## src/rtl/conv2_pkg.sv

```systemverilog
// Shared definitions for the conv2 feeder: FSM states, window-count helpers, pipe latency.
// CONV2_FEEDER_ZERO_PAD_EN selects the 1-pixel zero-border geometry.
package conv2_pkg;

  typedef enum logic [2:0] {
    StIdle,
    StIssue,
    StGap,
    StDrain,
    StWaitAck,
    StDone
  } state_e;

  // Cycles from a tap's read request until it is presented on pix_out.
  localparam int unsigned PipeLat = 2;

  function automatic int unsigned out_dim(input int unsigned in_dim, input int unsigned k);
`ifdef CONV2_FEEDER_ZERO_PAD_EN
    return in_dim + 2 - k + 1;
`else
    return in_dim - k + 1;
`endif
  endfunction

  function automatic int unsigned num_win(input int unsigned w, input int unsigned h,
                                          input int unsigned k);
    return out_dim(w, k) * out_dim(h, k);
  endfunction

endpackage

```

## src/rtl/conv2_addr_gen.sv

```systemverilog
// Window/tap counters and frame-buffer address generation for the conv2 feeder.
// With CONV2_FEEDER_ZERO_PAD_EN, also flags taps that fall on the zero border.
module conv2_addr_gen
  import conv2_pkg::*;
#(
  parameter int unsigned KERNEL_SIZE = 3,
  parameter int unsigned IN_W        = 32,
  parameter int unsigned IN_H        = 44,
  parameter int unsigned ADDR_WIDTH  = 11
) (
  input  logic                  clk,
  input  logic                  rst_n,
  input  logic                  clear,
  input  logic                  tap_adv,
  input  logic                  row_adv,
  input  logic                  win_adv,
  output logic                  c_last,
  output logic                  r_last,
  output logic [ADDR_WIDTH-1:0] fm_addr,
  output logic [3:0]            w_addr,
  output logic                  pad
);

  localparam int unsigned OutW = out_dim(IN_W, KERNEL_SIZE);
  localparam logic [ADDR_WIDTH-1:0] RowStep = ADDR_WIDTH'(IN_W);
  localparam logic [ADDR_WIDTH-1:0] WinRows = ADDR_WIDTH'((KERNEL_SIZE - 1) * IN_W);
  localparam logic [ADDR_WIDTH-1:0] XLast   = ADDR_WIDTH'(OutW - 1);
  localparam logic [ADDR_WIDTH-1:0] AddrOne = ADDR_WIDTH'(1);
  localparam logic [3:0]            KLast   = 4'(KERNEL_SIZE - 1);

  logic [ADDR_WIDTH-1:0] x_q, x_d;
  logic [ADDR_WIDTH-1:0] row_base_q, row_base_d;  // (y + r) * IN_W
  logic [3:0]            r_q, r_d, c_q, c_d, tap_q, tap_d;
  logic [ADDR_WIDTH-1:0] addr;
  logic                  pad_raw;

  assign c_last = (c_q == KLast);
  assign r_last = (r_q == KLast);

`ifdef CONV2_FEEDER_ZERO_PAD_EN
  logic [ADDR_WIDTH-1:0] y_q, y_d;
  logic [ADDR_WIDTH-1:0] col_p, row_p;

  // Coordinates in the padded map; column/row 0 and IN_W+1/IN_H+1 are border.
  assign col_p   = x_q + ADDR_WIDTH'(c_q);
  assign row_p   = y_q + ADDR_WIDTH'(r_q);
  assign pad_raw = (col_p == '0) || (col_p > RowStep) ||
                   (row_p == '0) || (row_p > ADDR_WIDTH'(IN_H));
  assign addr    = row_base_q - RowStep + x_q + ADDR_WIDTH'(c_q) - AddrOne;

  always_comb begin
    y_d = y_q;
    if (clear) begin
      y_d = '0;
    end else if (win_adv && (x_q == XLast)) begin
      y_d = y_q + AddrOne;
    end
  end

  always_ff @(posedge clk or negedge rst_n) begin
    if (!rst_n) begin
      y_q <= '0;
    end else begin
      y_q <= y_d;
    end
  end
`else
  assign pad_raw = 1'b0;
  assign addr    = row_base_q + x_q + ADDR_WIDTH'(c_q);
`endif

  always_comb begin
    x_d        = x_q;
    row_base_d = row_base_q;
    r_d        = r_q;
    c_d        = c_q;
    tap_d      = tap_q;
    if (clear) begin
      x_d        = '0;
      row_base_d = '0;
      r_d        = '0;
      c_d        = '0;
      tap_d      = '0;
    end else begin
      if (tap_adv) begin
        c_d   = c_last ? 4'd0 : c_q + 4'd1;
        tap_d = tap_q + 4'd1;
      end
      if (row_adv) begin
        if (r_last) begin
          // Window finished: rewind to the window's top row.
          r_d        = '0;
          tap_d      = '0;
          row_base_d = row_base_q - WinRows;
        end else begin
          r_d        = r_q + 4'd1;
          row_base_d = row_base_q + RowStep;
        end
      end
      if (win_adv) begin
        if (x_q == XLast) begin
          x_d        = '0;
          row_base_d = row_base_q + RowStep;
        end else begin
          x_d = x_q + AddrOne;
        end
      end
    end
  end

  always_ff @(posedge clk or negedge rst_n) begin
    if (!rst_n) begin
      x_q        <= '0;
      row_base_q <= '0;
      r_q        <= '0;
      c_q        <= '0;
      tap_q      <= '0;
    end else begin
      x_q        <= x_d;
      row_base_q <= row_base_d;
      r_q        <= r_d;
      c_q        <= c_d;
      tap_q      <= tap_d;
    end
  end

  assign pad     = tap_adv && pad_raw;
  assign fm_addr = (tap_adv && !pad_raw) ? addr : '0;
  assign w_addr  = tap_adv ? tap_q : '0;

endmodule

```

## src/rtl/conv2_feeder.sv

```systemverilog
// conv2 feeder top: window-scan FSM, early-ack latch, two-stage output pipe, window counter.
// Build with CONV2_FEEDER_ZERO_PAD_EN for the 1-pixel zero-border scan.
module conv2_feeder
  import conv2_pkg::*;
#(
  parameter int unsigned KERNEL_SIZE  = 3,
  parameter int unsigned DATA_WIDTH   = 8,
  parameter int unsigned WEIGHT_WIDTH = 8,
  parameter int unsigned OUT_CH       = 16,
  parameter int unsigned IN_W         = 32,
  parameter int unsigned IN_H         = 44,
  parameter int unsigned ADDR_WIDTH   = 11
) (
  input  logic                             clk,
  input  logic                             rst_n,
  input  logic                             start,
  output logic                             fm_rd,
  output logic [ADDR_WIDTH-1:0]            fm_addr,
  input  logic [DATA_WIDTH-1:0]            fm_data,
  output logic                             w_rd,
  output logic [3:0]                       w_addr,
  input  logic [WEIGHT_WIDTH*OUT_CH-1:0]   w_data,
  input  logic                             win_ack,
  output logic [DATA_WIDTH-1:0]            pix_out,
  output logic                             valid,
  output logic [WEIGHT_WIDTH*OUT_CH-1:0]   c2_w,
  output logic                             c2_w_en,
  output logic                             busy,
  output logic                             done,
  output logic [10:0]                      win_cnt
);

  localparam int unsigned   NumWin    = num_win(IN_W, IN_H, KERNEL_SIZE);
  localparam logic [10:0]   WinLast   = 11'(NumWin - 1);
  localparam logic [1:0]    DrainLast = 2'(PipeLat - 1);

  state_e      state_q, state_d;
  logic        ack_pend_q, ack_pend_d;
  logic [10:0] win_cnt_q, win_cnt_d;
  logic [1:0]  drain_q, drain_d;
  logic        clear, ack_take, issue, c_last, r_last, pad;

  logic                           rd_q, pad_q, valid_q;
  logic [DATA_WIDTH-1:0]          pix_q;
  logic [WEIGHT_WIDTH*OUT_CH-1:0] w_q;

  assign issue = (state_q == StIssue);

  conv2_addr_gen #(
    .KERNEL_SIZE (KERNEL_SIZE),
    .IN_W        (IN_W),
    .IN_H        (IN_H),
    .ADDR_WIDTH  (ADDR_WIDTH)
  ) u_addr_gen (
    .clk     (clk),
    .rst_n   (rst_n),
    .clear   (clear),
    .tap_adv (issue),
    .row_adv (state_q == StGap),
    .win_adv (ack_take),
    .c_last  (c_last),
    .r_last  (r_last),
    .fm_addr (fm_addr),
    .w_addr  (w_addr),
    .pad     (pad)
  );

  always_comb begin
    state_d    = state_q;
    ack_pend_d = ack_pend_q;
    win_cnt_d  = win_cnt_q;
    drain_d    = '0;
    clear      = 1'b0;
    ack_take   = 1'b0;
    case (state_q)
      StIdle: begin
        if (start) begin
          state_d    = StIssue;
          clear      = 1'b1;
          win_cnt_d  = '0;
          ack_pend_d = 1'b0;
        end
      end
      StIssue: begin
        if (c_last) state_d = StGap;
      end
      StGap: begin
        state_d = r_last ? StDrain : StIssue;
      end
      StDrain: begin
        if (drain_q == DrainLast) begin
          state_d = StWaitAck;
        end else begin
          drain_d = drain_q + 2'd1;
        end
      end
      StWaitAck: begin
        // A live ack arriving while one is already latched counts only once.
        if (ack_pend_q || win_ack) begin
          ack_take   = 1'b1;
          ack_pend_d = 1'b0;
          win_cnt_d  = win_cnt_q + 11'd1;
          state_d    = (win_cnt_q == WinLast) ? StDone : StIssue;
        end
      end
      StDone: begin
        state_d = StIdle;
      end
      default: begin
        state_d = StIdle;
      end
    endcase
    if (win_ack && (state_q inside {StIssue, StGap, StDrain})) begin
      ack_pend_d = 1'b1;
    end
  end

  always_ff @(posedge clk or negedge rst_n) begin
    if (!rst_n) begin
      state_q    <= StIdle;
      ack_pend_q <= 1'b0;
      win_cnt_q  <= '0;
      drain_q    <= '0;
    end else begin
      state_q    <= state_d;
      ack_pend_q <= ack_pend_d;
      win_cnt_q  <= win_cnt_d;
      drain_q    <= drain_d;
    end
  end

  // Stage 1 tracks the outstanding read; stage 2 captures the returned data.
  always_ff @(posedge clk or negedge rst_n) begin
    if (!rst_n) begin
      rd_q    <= 1'b0;
      pad_q   <= 1'b0;
      valid_q <= 1'b0;
      pix_q   <= '0;
      w_q     <= '0;
    end else begin
      rd_q    <= issue;
      pad_q   <= pad;
      valid_q <= rd_q;
      if (rd_q) begin
        pix_q <= pad_q ? '0 : fm_data;
        w_q   <= w_data;
      end
    end
  end

  assign fm_rd   = issue && !pad;
  assign w_rd    = issue;
  assign pix_out = pix_q;
  assign c2_w    = w_q;
  assign valid   = valid_q;
  assign c2_w_en = valid_q;
  assign busy    = (state_q != StIdle) && (state_q != StDone);
  assign done    = (state_q == StDone);
  assign win_cnt = win_cnt_q;

endmodule

```

## config.mk

```make
export PLATFORM = sky130hd
export DESIGN_NAME = conv2_feeder
export DESIGN_NICKNAME = d
export VERILOG_FILES = /design/src/rtl/conv2_pkg.sv /design/src/rtl/conv2_addr_gen.sv /design/src/rtl/conv2_feeder.sv
export SDC_FILE = /design/constraint.sdc
export NUM_CORES = 1
export LEC_CHECK = 0
export BUFFER_PORTS_ARGS = -buffer_cell sky130_fd_sc_hd__clkbuf_2
export CAP_MARGIN = 40
export CORE_ASPECT_RATIO = 0.6
export CORE_MARGIN = 1.5
export CORE_UTILIZATION = 37
export CTS_CLUSTER_DIAMETER = 150
export DETAILED_ROUTE_END_ITERATION = 8
export HOLD_SLACK_MARGIN = 0.03
export PLACE_DENSITY = 0.67
export SLEW_MARGIN = 20
export SYNTH_ARGS = -nofsm -noshare
export SYNTH_HDL_FRONTEND = slang
export SYNTH_HIERARCHICAL = 1
export SYNTH_SLANG_ARGS = --single-unit
export TNS_END_PERCENT = 30
```

## constraint.sdc

```tcl
create_clock -name clk -period 4.9 [get_ports clk]
set_clock_uncertainty 0.05 [all_clocks]
set_input_delay 0.245 -clock clk [delete_from_list [all_inputs] [get_ports clk]]
set_output_delay 0.245 -clock clk [all_outputs]
set_load 0.03 [all_outputs]
```

==> results of run 1 <==
cell usage in the layout (no fill, tap or decap), types with 6 or more instances in the layout:
master / count
clkbuf_2: 306
dfrtp_1: 184
dlygate4sd3_1: 134
mux2_2: 129
nor2_1: 42
ha_1: 29
nand2_1: 26
inv_1: 20
clkbuf_16: 17
o21ai_0: 14
nand3_1: 13
xnor2_1: 13
xor2_1: 13
and2_1: 10
a21oi_1: 10
nand3b_1: 10
nor3_1: 9
nor2b_1: 9
nand4_1: 8
mux2i_1: 8
nand2b_1: 6
critical path: stages (launching register included):
cell and delay [ns]:
dfrtp_1 0.44, ha_1 0.31, ha_1 0.26, inv_1 0.09, fa_1 0.18, nor2b_1 0.06
o21ai_0 0.14, nand2_1 0.13, a311oi_1 0.33, mux2i_1 0.22, clkbuf_2 0.22
Yosys cell counts (2+ instances only):
| library cell | n |
|---|---|
| a21o_1 | 3 |
| a21oi_1 | 10 |
| a31oi_1 | 2 |
| and2_1 | 10 |
| and3_1 | 4 |
| buf_2 | 7 |
| buf_4 | 4 |
| clkbuf_1 | 15 |
| dfrtp_1 | 185 |
| ha_1 | 29 |
| inv_1 | 20 |
| mux2_2 | 129 |
| mux2i_1 | 8 |
| nand2_1 | 26 |
| nand2b_1 | 6 |
| nand3_1 | 13 |
| nand3b_1 | 10 |
| nand4_1 | 8 |
| nor2_1 | 43 |
| nor2b_1 | 9 |
| nor3_1 | 9 |
| nor3_2 | 2 |
| nor3b_1 | 3 |
| nor4_1 | 2 |
| o211ai_1 | 3 |
| o21a_1 | 2 |
| o21ai_0 | 14 |
| o21ai_1 | 2 |
| o2bb2ai_1 | 2 |
| or2_2 | 3 |
| xnor2_1 | 13 |
| xor2_1 | 13 |
state kept, by name (all words and copies together), names as in the netlist, 2 cells and up:
| register | cells |
|---|---|
| c2_w | 128 |
| u_addr_gen/x_q | 11 |
| win_cnt | 11 |
| pix_out | 8 |
| u_addr_gen/row_base_q | 6 |
| u_addr_gen/c_q | 4 |
| u_addr_gen/r_q | 4 |
| u_addr_gen/tap_q | 4 |
| state_q | 3 |
| drain_q | 2 |
power by group through the flow:
stage / clock (µW) / sequential, µW / combinational [µW]
2_1_floorplan: 0 / 3710 / 1500
3_3_place_gp: 0 / 2700 / 3570
3_5_place_dp: 0 / 2660 / 3710
4_1_cts: 1360 / 2640 / 3810
5_1_grt: 1410 / 2760 / 4050
6_report: 1320 / 2660 / 3810
final timing paths:
check                                        from                 end  slack (ns)  cells past startpoint
worst max-delay path            u_addr_gen/x_q[1]          fm_addr[9]        1.81                     10
worst min-delay path                   w_data[88]            c2_w[88]        0.06                      2
worst max register to register         state_q[1]  u_addr_gen/x_q[10]        2.29                      7
worst min register to register         drain_q[0]          drain_q[0]        0.40                      1
max in group asynchronous                   rst_n            c2_w[24]        3.43                      3
min in group asynchronous                   rst_n            c2_w[26]        0.33                      2
stage by stage:
stage               utilization (%)  hold WS (ns)  area [µm²]  power [µW]  instances
floorplan                         -        -0.101        8360        5220        650
global placement               46.0         0.250       10200        6270       1239
detailed placement             46.2         0.255       10200        6370       1242
CTS                            54.6        0.0364       12100        7810       1403
global route                   54.8        0.0424       12100        8220       1407
finish                         54.8        0.0591       12100        7790       1407
area by class of cell:
class                   instances  area [µm²]
fillers                      1859       10000
flip-flops and latches        185        4630
multi-input cells             415        3500
repair buffers                448        2980
clock buffers                  20         447
well taps                     308         385
clock inverters                10        97.6
inverters                      21        78.8
cell families (layout without fill, tap and decap cells):
logic type,after synthesis,after routing,share of synthesized area [%]
and+or+nand+nor,165,165,11.3
muxes,138,138,18.5
AOI/OAI and AO/OA,55,55,4.73
other,1,1,0.0449
adders and majority gates,30,30,4.58
DFF,185,185,55.4
buffers and inverters,50,499,2.74
xor gates and xnor gates,26,26,2.72
routing by layer:
| metal | track usage [%] | part of all wire [%] |
|---|---|---|
| met1 | 26.6 | 45 |
| met5 | 0 | 0 |
| met3 | 6.46 | 6.9 |
| met4 | 5.53 | 1.5 |
| met2 | 32.6 | 46 |
what timing repair did:
action,4_1_cts,5_1_grt
hold buffers,131,3
setup buffers,0,0
endpoints found under the hold margin,203,3
==> summary.md, run 1 <==
| Metric | Value |
|---|---|
| Worst-path clk slew | `0.07 ns` |
| Minimum clock period | `3.09 ns` |
| Number of buffers created by CTS | `17` |
| Post-DR vias/cell | `4.73` |
| Leak Pwr | `0.00585 µW` |
| Finish-stage setup viols | `0` |
| Hold Vio Cnt, Final | `0` |
| CP Capture Type | `output port` |
| Syn avg cell area | `12.9 µm²` |
| Max-cap viol count | `0` |
| Max-slew violations | `0` |
| Core area | `22100 µm²` |
| Worst setup margin | `1.81 ns` |
| Chip width | `197 µm` |
| Post-Syn Area | `8360 µm²` |
| Sequential share of the synthesized area | `55.4%` |
| Worst-Skew Late Latency | `0.43 ns` |
| Gpl congestion | `0.826` |
| Pre-CTS setup slack | `2.08 ns` |
| Psw | `3490 µW` |
| PD cells | `642 nW/µm²` |
| DP Wirelength | `15.8 mm` |
| RSZ-0062 raised after global routing | `false` |
| Part of the power in registers | `34.2%` |
| Cell internal pwr | `4300 µW` |
| Setup_tns | `0 ns` |
| Number of global-route vias before repair | `6906` |
| Dominant cell type by area after synthesis | `dfrtp_1` |
| First-pass GRT wire length | `37.2 mm` |
| CTS resizes | `0` |
| Clock root cell | `clkbuf_16` |
| IO Port Bufs | `307` |
| 1st-pass router iterations | `5` |
| Status | `finished clean` |
| DRC Markers | `0` |
| Layout cells sized above 1 | `45.2%` |
| Post-synth EDFFs | `0` |
| DRT iter0 DRCs | `297` |
| Crit share post-route | `63.1%` |
| Final-stage net count | `1258` |
| Synth Net Count | `820` |
| Critical-path maximum fanout | `6` |
| Initial antenna violation count | `0` |
| Crit path required time | `4.61 ns` |
| Syn Inst Count | `650` |
| Die height | `119 µm` |
| Synth warn | `6` |
| Avg WL per Cell | `16.9 µm` |
| Hold Crit Class | `in2reg` |
| Clock Power Share | `16.9%` |
| H-tree depth | `4` |
| Worst Max-Slew Pin Slew | `0.795 ns` |
| CTS tree | `built` |
| Post-DRT Antenna Nets | `0` |
| Ys flop type | `dfrtp_1` |
| Max Buffers Root-to-Sink | `2` |
| Slew Limit Headroom | `46.9%` |
| Achievable frequency | `323 MHz` |
| DIE AREA | `23500 µm²` |
| Peak supply drop | `0.333 mV` |
| Total Routing Usage GR | `20.4%` |
| ANT cells | `0` |
| Asr flop ratio synth | `100%` |
| Num Clock Sinks | `185` |
| Crit Path Category | `reg2out` |
| Yosys cell types | `73` |
| Startpoint Class | `flip-flop` |
| Logic pwr share | `48.9%` |
| Row cnt | `42` |
| Starting density of the core | `37.8%` |
| Top cell type's share of synthesized area | `55.4%` |
| Pin count of the biggest net entering global routing | `113` |
| Routed via count | `6653` |
| Final Routed Wirelength | `23.7 mm` |
| P&R area growth vs syn | `45.0%` |
| WP data arrival | `2.80 ns` |
| Yosys reg bits | `185` |
| Num ports | `308` |
| Switch share | `44.8%` |
| Top cells by area, synth | `dfrtp_1, mux2_2, ha_1` |
| GR Overflow Total | `0` |
Note: power is estimated with default switching activity, not from simulation.
==> run 2, diff against run 1 <==
--- a/config.mk
+++ b/config.mk
@@ -13,7 +13,7 @@
 export CTS_CLUSTER_DIAMETER = 150
 export DETAILED_ROUTE_END_ITERATION = 8
 export HOLD_SLACK_MARGIN = 0.03
-export PLACE_DENSITY = 0.67
+export PLACE_DENSITY = 0.69
 export SLEW_MARGIN = 20
 export SYNTH_ARGS = -nofsm -noshare
 export SYNTH_HDL_FRONTEND = slang
==> constraint.sdc (replaced) <==
create_clock -name clk -period 2.63 [get_ports clk]
set_clock_uncertainty 0.05 [all_clocks]
set_input_delay 0.1315 -clock clk [delete_from_list [all_inputs] [get_ports clk]]
set_output_delay 0.1315 -clock clk [all_outputs]
set_load 0.03 [all_outputs]
==> run 2 against run 1 <==
The run now ends with setup timing left. Routed wire length fell by 0.77%. Critical path type unchanged. Combinational power increased by 94%. Critical endpoint unchanged. Global-route usage fell by 0.12 points. Power increased by 93%. Via count up 2.1%.
==> summary.md, run 2 (same netlist as run 1, synthesis figures left out) <==
| Metric | Value |
|---|---|
| Hold Vio Cnt, Final | `0` |
| Num ports | `308` |
| CP Capture Type | `output port` |
| Status | `finished with violations` |
| Setup_tns | `-0.182 ns` |
| Core area | `22100 µm²` |
| Clock root cell | `clkbuf_16` |
| Max Buffers Root-to-Sink | `2` |
| H-tree depth | `4` |
| Number of buffers created by CTS | `17` |
| Post-DRT Antenna Nets | `0` |
| Routed via count | `6793` |
| Finish-stage setup viols | `4` |
| Critical-path maximum fanout | `4` |
| Layout cells sized above 1 | `47.6%` |
| Row cnt | `42` |
| Max-cap viol count | `0` |
| IO Port Bufs | `307` |
| Crit path required time | `2.45 ns` |
| Startpoint Class | `flip-flop` |
| Max reg flops | `128` |
| Worst-path clk slew | `0.07 ns` |
| Peak supply drop | `0.860 mV` |
| Area of the multi-input gates | `3620 µm²` |
| DRC Markers | `0` |
| P&R area growth vs syn | `50.6%` |
| Starting density of the core | `37.8%` |
| Pin count of the biggest net entering global routing | `71` |
| Worst Hold End | `state_q[0]` |
| Final Routed Wirelength | `23.6 mm` |
| R2r worst-path depth | `7` |
| Number of global-route vias before repair | `7203` |
| DIE AREA | `23500 µm²` |
| DP Wirelength | `15.8 mm` |
| Most frequent cells in the layout | `clkbuf_2, dfrtp_1, dlygate4sd3_1, mux2_2, nor2_1` |
| Commonest non-fill, non-tap cell in the layout | `clkbuf_2` |
| FF-to-FF Start | `state_q[0]` |
| Final hold slack | `0.122 ns` |
| Failing checks | `setup timing` |
| Worst Max-Slew Pin Slew | `0.642 ns` |
| Die height | `119 µm` |
| DRT iter0 DRCs | `286` |
| R2R Path End | `u_addr_gen/row_base_q[8]` |
| Avg WL per Cell | `16.4 µm` |
| Achievable frequency | `370 MHz` |
| First-pass GRT wire length | `37.3 mm` |
| RSZ-0062 raised after global routing | `true` |
| Hold Path Stages | `4` |
| Min-delay src | `start` |
| Hold Crit Class | `in2reg` |
| Chip width | `197 µm` |
| WP data arrival | `2.52 ns` |
| Worst-Skew Late Latency | `0.43 ns` |
| Worst setup margin | `-0.0722 ns` |
| Slew Limit Headroom | `57.2%` |
| GR Overflow Total | `0` |
| Num Clock Sinks | `185` |
| Post-DR vias/cell | `4.73` |
| Crit Path Category | `reg2out` |
| Crit share post-route | `103%` |
| CTS tree | `built` |
| Seq. cell area | `4640 µm²` |
| Max-slew violations | `0` |
| Pre-CTS setup slack | `0.0832 ns` |
| PD cells | `1190 nW/µm²` |
| Total Routing Usage GR | `20.2%` |
| Reg2Reg Setup Slack | `0.37 ns` |
| Fillers | `1750` |
| Gpl congestion | `0.823` |
| Initial antenna violation count | `1` |
| Leak Pwr | `0.00601 µW` |
| Final-stage net count | `1284` |
| 1st-pass router iterations | `4` |
| Minimum clock period | `2.70 ns` |
[run 2: worst max path at each step]
stage                 startpoint          to  depth (start not counted)
2_1_floorplan         state_q[2]  fm_addr[3]                          5
3_3_place_gp   u_addr_gen/x_q[1]  fm_addr[9]                         10
3_5_place_dp   u_addr_gen/x_q[1]  fm_addr[9]                         10
4_1_cts        u_addr_gen/c_q[1]  fm_addr[9]                         10
5_1_grt        u_addr_gen/x_q[1]  fm_addr[5]                         11
6_report       u_addr_gen/c_q[3]  fm_addr[9]                          8
[run 2: cell type report]
cell class | instances | area share (%)
Antenna cell | 1 | 0.0199
Clock buffer | 20 | 3.55
Clock inverter | 12 | 1.30
Inverter | 21 | 0.626
Multi-Input combinational cell | 415 | 28.8
Sequential cell | 185 | 36.9
Tap cell | 308 | 3.06
Timing Repair Buffer | 474 | 25.8
[run 2: timing repair]
item / 4_1_cts / 5_1_grt
endpoints found under the hold margin: 197 / 0
hold buffers: 139 / 0
gates cloned: 0 / 0
pin swaps: 11 / 6
gates resized for setup: 17 / 21
setup buffers: 6 / 0
setup endpoints to repair: 6 / 6
[run 2: worst max-delay path, cell delays in order (launching register included)]
cell and delay, ns:
dfrtp_1 0.41, ha_1 0.33, ha_4 0.27, nor2b_2 0.16
o21ai_1 0.12, nand2_1 0.13, a311oi_2 0.29, mux2i_1 0.23
buf_4 0.18
[run 2: metal layers]
layer / wire length [µm] / track usage [%] / vias to the layer above / share of wire, %
li1: - / - / 3212 / -
met1: 10600 / 26.2 / 3301 / 45
met2: 10800 / 32.4 / 253 / 46
met3: 1690 / 6.46 / 27 / 7.2
met4: 406 / 6.06 / 0 / 1.7
met5: 0 / 0 / - / 0
[run 2: power breakdown]
group          switching (µW)  internal [µW]
Clock                    1120           1540
Combinational            4560           2830
Sequential                890           4070
Total                    6570           8440
[run 2: per-stage QoR]
| step | util [%] | instance area, µm² | std cells | power (µW) |
|---|---|---|---|---|
| 2_1_floorplan | - | 8360 | 650 | 9720 |
| 3_3_place_gp | 46.9 | 10400 | 1258 | 11900 |
| 3_5_place_dp | 46.9 | 10400 | 1258 | 12000 |
| 4_1_cts | 56.5 | 12500 | 1435 | 15000 |
| 5_1_grt | 56.9 | 12600 | 1436 | 15800 |
| 6_report | 56.9 | 12600 | 1436 | 15000 |
